[config.mk]
export PLATFORM = sky130hd
export DESIGN_NAME = p_reg3_xfer
export DESIGN_NICKNAME = d
export VERILOG_FILES = /design/src/rtl/p_reg3_xfer.sv
export SDC_FILE = /design/constraint.sdc
export NUM_CORES = 1
export LEC_CHECK = 0
export ABC_AREA = 1
export BUFFER_PORTS_ARGS = -buffer_cell sky130_fd_sc_hd__buf_2
export CAP_MARGIN = 20
export CORE_ASPECT_RATIO = 1.5
export CORE_MARGIN = 8
export CORE_UTILIZATION = 53
export CTS_CLUSTER_DIAMETER = 80
export DETAILED_ROUTE_END_ITERATION = 7
export GPL_TIMING_DRIVEN = 0
export PLACE_DENSITY = 0.81
export SYNTH_ARGS = -nofsm -noshare
export SYNTH_HDL_FRONTEND = slang
export SYNTH_SLANG_ARGS = --single-unit
[constraint.sdc]
create_clock -name p_phi2 -period 2.8 [get_ports p_phi2]
set_input_delay 0.14 -clock p_phi2 [delete_from_list [all_inputs] [get_ports p_phi2]]
set_output_delay 0.14 -clock p_phi2 [all_outputs]
set_load 0.01 [all_outputs]
[src/rtl/p_reg3_xfer.sv]
// p_reg3_xfer: parasite-side block-transfer engine for the register-3
// host-to-parasite FIFO. It drains the FIFO one or two bytes per transfer
// using single-cycle read selects, packs the bytes into 16-bit words on a
// valid/ready stream, and counts a programmed byte length down to zero.
//
// Optional build macro: P_REG3_XFER_NMI_EN adds the active-low p_nmi_b
// output. It pulses low while the engine is reading, so that
// software-driven FIFO accesses can interleave with the engine.
module p_reg3_xfer #(
  parameter int COUNT_W = 16
) (
  input  logic               p_phi2,
  input  logic               h_rst_b,
  input  logic               start,
  input  logic               abort,
  input  logic [COUNT_W-1:0] len,
  input  logic               one_byte_mode,
  input  logic [7:0]         r3_data,
  input  logic               r3_data_available,
  input  logic               r3_two_bytes_available,
  output logic               r3_select,
  output logic               r3_rdnw,
  output logic [15:0]        m_data,
  output logic               m_bytes,
  output logic               m_valid,
  input  logic               m_ready,
  output logic               busy,
  output logic               done,
`ifdef P_REG3_XFER_NMI_EN
  output logic               p_nmi_b,
`endif
  output logic [COUNT_W-1:0] remaining
);

  // FSM encoding. The explicit 3-bit constants keep the encoding
  // compatible with older tool flows.
  localparam logic [2:0] ST_IDLE = 3'd0;
  localparam logic [2:0] ST_WAIT = 3'd1;
  localparam logic [2:0] ST_RD0  = 3'd2;
  localparam logic [2:0] ST_RD1  = 3'd3;
  localparam logic [2:0] ST_PUSH = 3'd4;

  logic [2:0]         state_reg, state_next;
  logic               mode_reg;
  logic [COUNT_W-1:0] remaining_reg;
  logic [15:0]        m_data_reg;
  logic               m_bytes_reg;
  logic               done_reg;

  logic               single_rd;
  logic               rd_cond;
  logic               start_ok;
  logic [COUNT_W-1:0] dec_amt;
  logic [COUNT_W-1:0] rem_after;

  // Take a single byte when the engine is in one-byte mode, or when only
  // one byte is left. A two-byte read therefore never runs past the
  // programmed length, and the remaining count cannot underflow.
  assign single_rd = mode_reg || (remaining_reg == COUNT_W'(1));
  assign rd_cond   = single_rd ? r3_data_available : r3_two_bytes_available;
  assign start_ok  = start && (len != '0);
  assign dec_amt   = m_bytes_reg ? COUNT_W'(1) : COUNT_W'(2);
  assign rem_after = remaining_reg - dec_amt;

  // Next-state logic. abort overrides every other input.
  always_comb begin
    state_next = state_reg;
    if (abort) begin
      state_next = ST_IDLE;
    end else begin
      case (state_reg)
        ST_IDLE: if (start_ok) state_next = ST_WAIT;
        ST_WAIT: if (rd_cond) state_next = ST_RD0;
        ST_RD0:  state_next = single_rd ? ST_PUSH : ST_RD1;
        ST_RD1:  state_next = ST_PUSH;
        ST_PUSH: begin
          if (m_ready) begin
            state_next = (rem_after == '0) ? ST_IDLE : ST_WAIT;
          end
        end
        default: state_next = ST_IDLE;
      endcase
    end
  end

  // State register.
  always_ff @(posedge p_phi2 or negedge h_rst_b) begin
    if (!h_rst_b) begin
      state_reg <= ST_IDLE;
    end else begin
      state_reg <= state_next;
    end
  end

  // Datapath: length counter, latched mode, word packing and done pulse.
  // If abort arrives in RD0, the FIFO still sees that cycle's select, but
  // the byte is discarded because abort blocks the capture.
  always_ff @(posedge p_phi2 or negedge h_rst_b) begin
    if (!h_rst_b) begin
      mode_reg      <= 1'b0;
      remaining_reg <= '0;
      m_data_reg    <= 16'h0000;
      m_bytes_reg   <= 1'b0;
      done_reg      <= 1'b0;
    end else begin
      done_reg <= 1'b0;
      if (abort) begin
        remaining_reg <= '0;
      end else begin
        case (state_reg)
          ST_IDLE: begin
            if (start) begin
              if (len != '0) begin
                remaining_reg <= len;
                mode_reg      <= one_byte_mode;
              end else begin
                done_reg <= 1'b1;
              end
            end
          end
          ST_RD0: begin
            m_data_reg[7:0] <= r3_data;
            if (single_rd) begin
              m_data_reg[15:8] <= 8'h00;
              m_bytes_reg      <= 1'b1;
            end else begin
              m_bytes_reg <= 1'b0;
            end
          end
          ST_RD1: begin
            m_data_reg[15:8] <= r3_data;
          end
          ST_PUSH: begin
            if (m_ready) begin
              remaining_reg <= rem_after;
              if (rem_after == '0) begin
                done_reg <= 1'b1;
              end
            end
          end
          default: ;
        endcase
      end
    end
  end

`ifdef P_REG3_XFER_NMI_EN
  logic nmi_b_reg;

  // The NMI goes low for the cycle after the read condition is seen in
  // WAIT, which is the RD0 cycle. It returns high on the following edge.
  // abort and reset force it high.
  always_ff @(posedge p_phi2 or negedge h_rst_b) begin
    if (!h_rst_b) begin
      nmi_b_reg <= 1'b1;
    end else if (abort) begin
      nmi_b_reg <= 1'b1;
    end else begin
      nmi_b_reg <= !((state_reg == ST_WAIT) && rd_cond);
    end
  end

  assign p_nmi_b = nmi_b_reg;
`endif

  // Outputs are decoded from the state, so an asynchronous reset clears
  // them at once.
  assign r3_select = (state_reg == ST_RD0) || (state_reg == ST_RD1);
  assign r3_rdnw   = 1'b1;
  assign m_valid   = (state_reg == ST_PUSH);
  assign busy      = (state_reg != ST_IDLE);
  assign m_data    = m_data_reg;
  assign m_bytes   = m_bytes_reg;
  assign done      = done_reg;
  assign remaining = remaining_reg;

endmodule
Word-level counts from Yosys, hierarchy flattened --
Cells that the tools add are included. Widths: inputs -> output; s select.
Operators by class: add/sub/neg operators 1, eq/ne operators 11, multiplexer cells 23, bitwise operators 1, reduce and logical (&&, ||, !) cells 14
Operators by type and width (count):
- $mux 16 | 4
- $pmux 16 s2 | 1
- $eq 16x1->1 const B | 1
- $logic_not 16->1 | 1
- $pmux 8 s2 | 1
- $reduce_bool 16->1 | 1
- $sub 16x2->16 | 1
- $mux 3 | 5
- $pmux 3 s5 | 1
- $ne 3x3->1 const B | 4
- $mux 1 | 8
- $mux 8 | 1
- $reduce_and 4->1 | 2
- $eq 3x2->1 const B | 2
- $reduce_and 3->1 | 2
- $reduce_bool 3->1 | 2
- $eq 3x1->1 const B | 1
- $eq 3x3->1 const B | 1
- $logic_not 3->1 | 1
- $ne 3x2->1 const B | 1
- $logic_or 1x1->1 | 2
- $mux 2 | 1
- $ne 2x2->1 const B | 1
- $pmux 1 s2 | 1
- other kinds (4) | 4
Word-level totals: flip-flop bits (word level) 38, input bits 32, output and inout port bits 38, logic and storage cells 57

Longest topological paths before layout --
Gate-level depths: netlist of run 1.
depth in word-level cells 7, depth in mapped cells 17, mapped depth without buffers 17

Least setup slack after synthesis of run 1 --
No wires, ideal clock.
path type reg-to-reg, start register m_bytes_reg, in the netlist m_bytes, end register state_reg[0], setup time 0.118 ns, data arrival time 1.981 ns, data required time 2.682 ns, path slack 0.701 ns, cell stages (with the launch flop) 12, path buffers 0, clock period less this slack 2.099 ns, cells stage by stage dfrtp_1 ha_1 fa_1 xnor2_1 nor2b_1 nand2_1 nor3_2 nand3_1 nand2_1 nand2_1 nand2_1 nand2_1
Between the ends: cells in the longest elaborated chain, start to end 7
RTL lines:
- start: declaration | line 47 | logic m_bytes_reg;
- start signal: assignment | line 103 | m_bytes_reg <= 1'b0;
- start signal: assignment | line 125 | m_bytes_reg <= 1'b1;
- start signal: assignment | line 127 | m_bytes_reg <= 1'b0;
- $mux 2 | line 62 | assign dec_amt = m_bytes_reg ? COUNT_W'(1) : COUNT_W'(2);
- $sub 16x2->16 | line 63 | assign rem_after = remaining_reg - dec_amt;
- $logic_not 16->1 | line 78 | state_next = (rem_after == '0) ? ST_IDLE : ST_WAIT;
- $mux 1 | line 78
- $mux 3 | line 77 | if (m_ready) begin
- $pmux 3 s5 | line 71 | case (state_reg)
- $mux 3 | line 68 | if (abort) begin
- end signal: assignment | line 91 | state_reg <= state_next;
- end: declaration | line 43 | logic [2:0] state_reg, state_next;
No other way between the ends. The select of a mux whose other input is x is not followed. A chain may end at the register's enable or synchronous reset.

Worst setup path after layout of run 1 --
start register remaining_reg[0], in the netlist remaining[0], end register state_reg[0]
Between the ends: cells in the longest elaborated chain, start to end 6, elaborated cells on any way between the ends 12, classes of those cells add/sub (1); eq/ne (2); mux (6); reduce/logical (3)
RTL lines:
- start: declaration | line 45 | logic [COUNT_W-1:0] remaining_reg;
- start signal: assignment | line 114 | remaining_reg <= len;
- start signal: assignment | line 135 | remaining_reg <= rem_after;
- $sub 16x2->16 | line 63
- $logic_not 16->1 | line 78
- $mux 1 | line 78
- $mux 3 | line 77
- $pmux 3 s5 | line 71
- $mux 3 | line 68
Several ways; a longest one is shown, not always the timed one. The select of a mux whose other input is x is not followed.

==> run metrics, run 1 <==
Top Family by Delay on Critical Path simple AND/OR/NAND/NOR gates; Max-Cap Viols 0; sum of buffers and inverters on the critical path 1; io pins 70; Final Skew between 0.002 and 0.003 ns; Final HPWL DP roughly 5600 um; Critical Path AT 2.59 ns; most frequent cells in the layout 118 x nand2_1, 70 x buf_2, 38 x nor2_1, 38 x dfrtp_1, 33 x inv_1; fin crit share 0.8540; crit path kind reg -> reg; first-pass GRT wire length 12100 um; Post-route DRC 0; PostCTS Resize Cnt 0; total global routing overflow 0; Pleak 1.620 nW; Critical Path Source Type flop; Worst setup EP type flop; Num CTS Buffers 5; gp weighted congestion between 0.9 and 1; Vias around 2600; PD cells 895.0 nW/um2; Worst Hold Class in -> reg; maximum VDD drop slightly above 700 uV; CTS tree built; Die Width 72.23 um; Final Util 0.6785; Critical Path Max Stage Delay approximately 0.5 ns; fraction of layout cells with a size suffix above 1 0.2757; Max Clock Freq 418.2 MHz; post-route minimum period 2.391 ns; Worst EP required about 3.0 ns; worst-case clock buffer depth 2; Diodes inserted 0; Sink Count 38; vias in the first global route 2724; clock latency on the worst-skew pair ~0.30 ns; port buffer count 68; initial antenna violation count 0; synthesized cell area between 2000 and 3000 um2; number of synthesized register bits 38; Sequential Area around 950 um2; final layout net count 463; gr usage total 0.2088; post-DR wirelength/cell 14.88 um; Area Growth Syn to Fin 22.60%; Site Rows 30; Worst-path clk slew 0.08 ns; die height 100.3 um; commonest non-fill, non-tap cell in the layout nand2_1; Core Region ~4500 um2; # fillers 401; clk root buf clkbuf_8; area of the multi-input gates 1361 um2; Setup WS post-layout 0.4089 ns; H-tree depth 2; Final Hold Vio Count 0; Starting Density 0.5534; DR iter-0 viols 133; Total Wirelength 7322 um; slowest CP cell fa_1; Die ar. around 7200 um2; Power Total 2.758 mW; CP dominant cell by count nand2_1; pin count of the biggest net entering global routing 39; Max Transition Viols Final 0; YS warnings 0; run status finished, final reports clean; mean area per synthesized cell 7.161 um2; Critical Path Fanout Max 5; DR vias/cell 5.270; worst-margin pin slew around 0.90 ns; Antenna Nets Post-Route 0; Final Setup Violations 0; setup tns final 0 ns; RSZ-0062 raised after global routing false; Mapped Nets 387; Gate Count Post-Synth 351; 1st-pass router iterations 4; Netlist cell types 36; Seq/Total Area, Yosys 0.3783; pre-CTS WS between 0.4 and 0.5 ns; max_slew headroom 0.4033; critical path cell sequence inv_1 > ha_1 > fa_1 > xnor2_1 > nor2b_1 > nand2_1 > nor3_2 > nand3_1 > nand2_1 > nand2_1 > nand2_1 > nand2_1
## report_power, final
| part | leakage (nW) | total [mW] | internal, mW | switching [mW] |
|---|---|---|---|---|
| clock network | 0.0683 | 0.582 | 0.357 | 0.224 |
| registers | 0.500 | 0.822 | 0.686 | 0.136 |
| logic | 1.05 | 1.35 | 0.480 | 0.875 |
## path summary, 6_finish.rpt
path	from	to	slack, ns	cells past startpoint
worst max-delay path	remaining[0]	state_reg[0]	0.41	12
worst min-delay path	r3_data[2]	m_data[2]	0.04	3
worst max register to register	remaining[0]	state_reg[0]	0.41	12
worst min register to register	m_data[6]	m_data[6]	0.48	2
max in group asynchronous	h_rst_b	remaining[8]	1.75	2
min in group asynchronous	h_rst_b	state_reg[1]	0.49	2
## worst min-delay path, cell delays in order
cell and delay [ns]:
buf_2 0.09, nand2_1 0.04, nand2_1 0.04
## metrics by stage
stage / hold WS, ns / instances / area, um2
2_1_floorplan: -0.1556 / 351 / 2514
3_3_place_gp: 0.3052 / 483 / 2934
3_5_place_dp: 0.3095 / 483 / 2934
4_1_cts: 0.04119 / 492 / 3082
5_1_grt: 0.04999 / 492 / 3082
6_report: 0.04248 / 492 / 3082
## Yosys cell counts, drive strengths merged
cell,n,area share
nand2,126,0.20
nor2,48,0.095
dfrtp,38,0.38
inv,38,0.057
o21ai,25,0.062
nand3,20,0.047
o22ai,16,0.040
a21oi,6,0.012
buf,6,0.019
nand4,6,0.015
nor3,5,0.012
ha,3,0.015
and2,2,0.0050
clkinv,2,0.0030
xor2,2,0.010
a211oi,1,0.0030
clkbuf,1,0.0015
conb,1,0.0015
fa,1,0.0080
nand3b,1,0.0080
nor2b,1,0.0025
o31ai,1,0.0030
xnor2,1,0.0035
## repair_timing
item,4_1_cts,5_1_grt
endpoints found under the setup margin,0,0
endpoints found under the hold margin,38,0
hold buffers,1,0
setup buffers,0,0
## metal layers
metal	routed length, um	track usage	share of wire	up-vias
li1	-	-	-	1278
met1	2729	0.2124	0.37	1198
met2	3791	0.3636	0.52	93
met3	508	0.06487	0.069	24
met4	293	0.1185	0.040	0
met5	0	0	0	-
## cells by family (layout without fill, tap and decap cells)
group	after synthesis	in the layout	share of synthesized area
xor+xnor	3	3	0.01344
flops	38	38	0.3783
buf+inv	47	124	0.08014
other cells	1	1	0.001492
simple gates	209	209	0.3843
compound gates	49	49	0.1195
fa+ha+maj	4	4	0.02290
## layout make-up
type / count / share of cell area
timing repair buffer: 69 / 0.1137
sequential: 38 / 0.3086
buffer: 7 / 0.01665
clock buffer: 5 / 0.02233
inverter: 40 / 0.04872
tap: 64 / 0.02598
multi-input combinational: 266 / 0.4417
clock inverter: 3 / 0.02233
Note: power is estimated with default switching activity, not from simulation.
==> run 2, diff against run 1 <==
CORE_UTILIZATION = 57   (was 53)
GPL_TIMING_DRIVEN = 1   (was 0)
PLACE_DENSITY = 0.86   (was 0.81)
clock period = 2.85 ns   (was 2.8 ns; I/O delays follow)
==> run 2 against run 1 <==
Cell count decreased by 4.9%. Clock skew grew 0.0029 ns. Clock power down 21%. Maximum frequency up 7.1%. Setup slack gained 0.21 ns. Sequential power is 2% lower. Sequential share of layout area is 0.98 points higher. Die area fell by 5.7%. Via count shrank 1.7%. Critical path depth fell by 1. First-iteration DRC count up 15%. Critical path type unchanged. Largest cell class unchanged.
==> run metrics, run 2 (synthesized netlist as in run 1, its figures left out) <==
setup tns final 0 ns; worst-margin pin slew between 0.8 and 0.9 ns; slowest CP cell fa_1; Site Rows 29; gp weighted congestion 0.9201; Max-Cap Viols 0; Worst Hold Class in -> reg; initial antenna violation count 0; H-tree depth 2; 1st-pass router iterations 4; Worst EP required 3.04 ns; Area Growth Syn to Fin 18.82%; Top Family by Delay on Critical Path simple AND/OR/NAND/NOR gates; gr usage total 0.2058; Sink Count 38; max_slew headroom 0.4305; maximum VDD drop between 600 and 700 uV; crit path kind reg -> reg; Core Region 4245 um2; pre-CTS WS 0.6474 ns; Critical Path Fanout Max 5; Setup WS post-layout between 0.6 and 0.7 ns; dpl cell area 2868 um2; Total Wirelength 7006 um; Final HPWL DP around 5600 um; Num CTS Buffers 5; Post-route DRC 0; design area 2987 um2; Antenna Nets Post-Route 0; Reg2Reg Setup Slack between 0.6 and 0.7 ns; minimum hold slack approximately 0.047 ns; clock latency on the worst-skew pair 0.29 ns; commonest non-fill, non-tap cell in the layout nand2_1; fraction of layout cells with a size suffix above 1 0.2678; post-DR wirelength/cell 14.97 um; vias in the first global route 2701; Pleak ~1.6 nW; non-filler instance count after layout 468; R2R Path Start m_bytes; DR iter-0 viols 153; Final Setup Violations 0; clk root buf clkbuf_8; total global routing overflow 0; RSZ-0062 raised after global routing false; Power Total about 2.6 mW; PD cells between 800 and 900 nW/um2; number of stages on the worst setup path 11; Worst-path clk slew 0.08 ns; Worst setup EP type flop; Placed Cells between 400 and 500; Vias 2549; sum of buffers and inverters on the critical path 0; final layout net count 457; Crit Reg-Reg Endpoint state_reg[0]; Starting Density 0.5921; # fillers around 370; CP dominant cell by count nand2_1; Final Hold Vio Count 0; port buffer count between 60 and 70; run status finished, final reports clean; worst hold start m_ready; io pins 70; post-CTS setup buffer count 0; Critical Path AT around 2.4 ns; Max Transition Viols Final 0; most frequent cells in the layout 118 x nand2_1, 68 x buf_2, 38 x nor2_1, 38 x dfrtp_1, 33 x inv_1; critical path cell sequence ha_1 > fa_1 > xnor2_1 > nor2b_1 > nand2_1 > nor3_2 > nand3_1 > nand2_1 > nand2_1 > nand2_1 > nand2_1; Final Util 0.7035; CTS tree built; Die ar. 6835 um2; Max Clock Freq roughly 450 MHz; crit path to state_reg[0]; post-route minimum period 2.232 ns; Final Skew 0.005626 ns; worst-case clock buffer depth 2; first-pass GRT wire length 11840 um; Critical Path Source Type flop; Critical Path Max Stage Delay roughly 0.50 ns; pin count of the biggest net entering global routing 39; Crit. Startpoint m_bytes; fin crit share 0.7831; Die Width 70.22 um; Diodes inserted 0; DR vias/cell 5.447; Register-to-Register Path Depth 11; die height 97.33 um
run 2: cell types whose count changed in the layout (fill, tap and decap cells not counted):
| cell | previous run | this run |
|---|---|---|
| buf_2 | 70 | 68 |
| buf_4 | 2 | 1 |
| buf_6 | 2 | 0 |
| bufinv_16 | 2 | 1 |
| clkbuf_1 | 1 | 0 |
| clkinv_2 | 0 | 2 |
| clkinv_4 | 1 | 0 |
run 2: metal layers:
layer	track usage	vias to the layer above	share of wire
met5	0	-	0
met4	0.08696	0	0.031
met3	0.06851	20	0.072
met2	0.3741	94	0.53
met1	0.2034	1169	0.37
li1	-	1266	-
run 2: area by class of cell:
| cell class | count | area (um2) | area share |
|---|---|---|---|
| multi-input cells | 266 | 1361 | 0.4558 |
| clock inverters | 3 | 40.04 | 0.01341 |
| inverters | 40 | 150.1 | 0.05027 |
| flip-flops and latches | 38 | 950.9 | 0.3184 |
| repair buffers | 70 | 357.8 | 0.1198 |
| well taps | 46 | 57.56 | 0.01927 |
| clock buffers | 5 | 68.82 | 0.02304 |
run 2: worst register-to-register path, stage by stage (launching register included):
cell and delay, ns:
dfrtp_1 0.43, ha_1 0.23, fa_1 0.50, xnor2_1 0.23, nor2b_1 0.19, nand2_1 0.08, nor3_2 0.18, nand3_1 0.09
nand2_1 0.06, nand2_1 0.05, nand2_1 0.05, nand2_1 0.04
run 2: worst min-delay path by stage:
| stage | cells past startpoint | endpoint |
|---|---|---|
| 6_report | 2 | state_reg[2] |
| 5_1_grt | 3 | m_data[4] |
| 4_1_cts | 2 | state_reg[2] |
| 3_5_place_dp | 1 | state_reg[1] |
| 3_3_place_gp | 1 | m_data[2] |
| 2_1_floorplan | 0 | done |
run 2: what timing repair did:
item / CTS / global route
hold endpoints to repair: 38 / 0
gates resized for setup: 0 / 0
hold buffers: 1 / 0
run 2: power breakdown:
group	internal, mW	total (mW)	switching [mW]
Clock	0.258	0.459	0.201
Sequential	0.674	0.809	0.135
Combinational	0.460	1.31	0.847
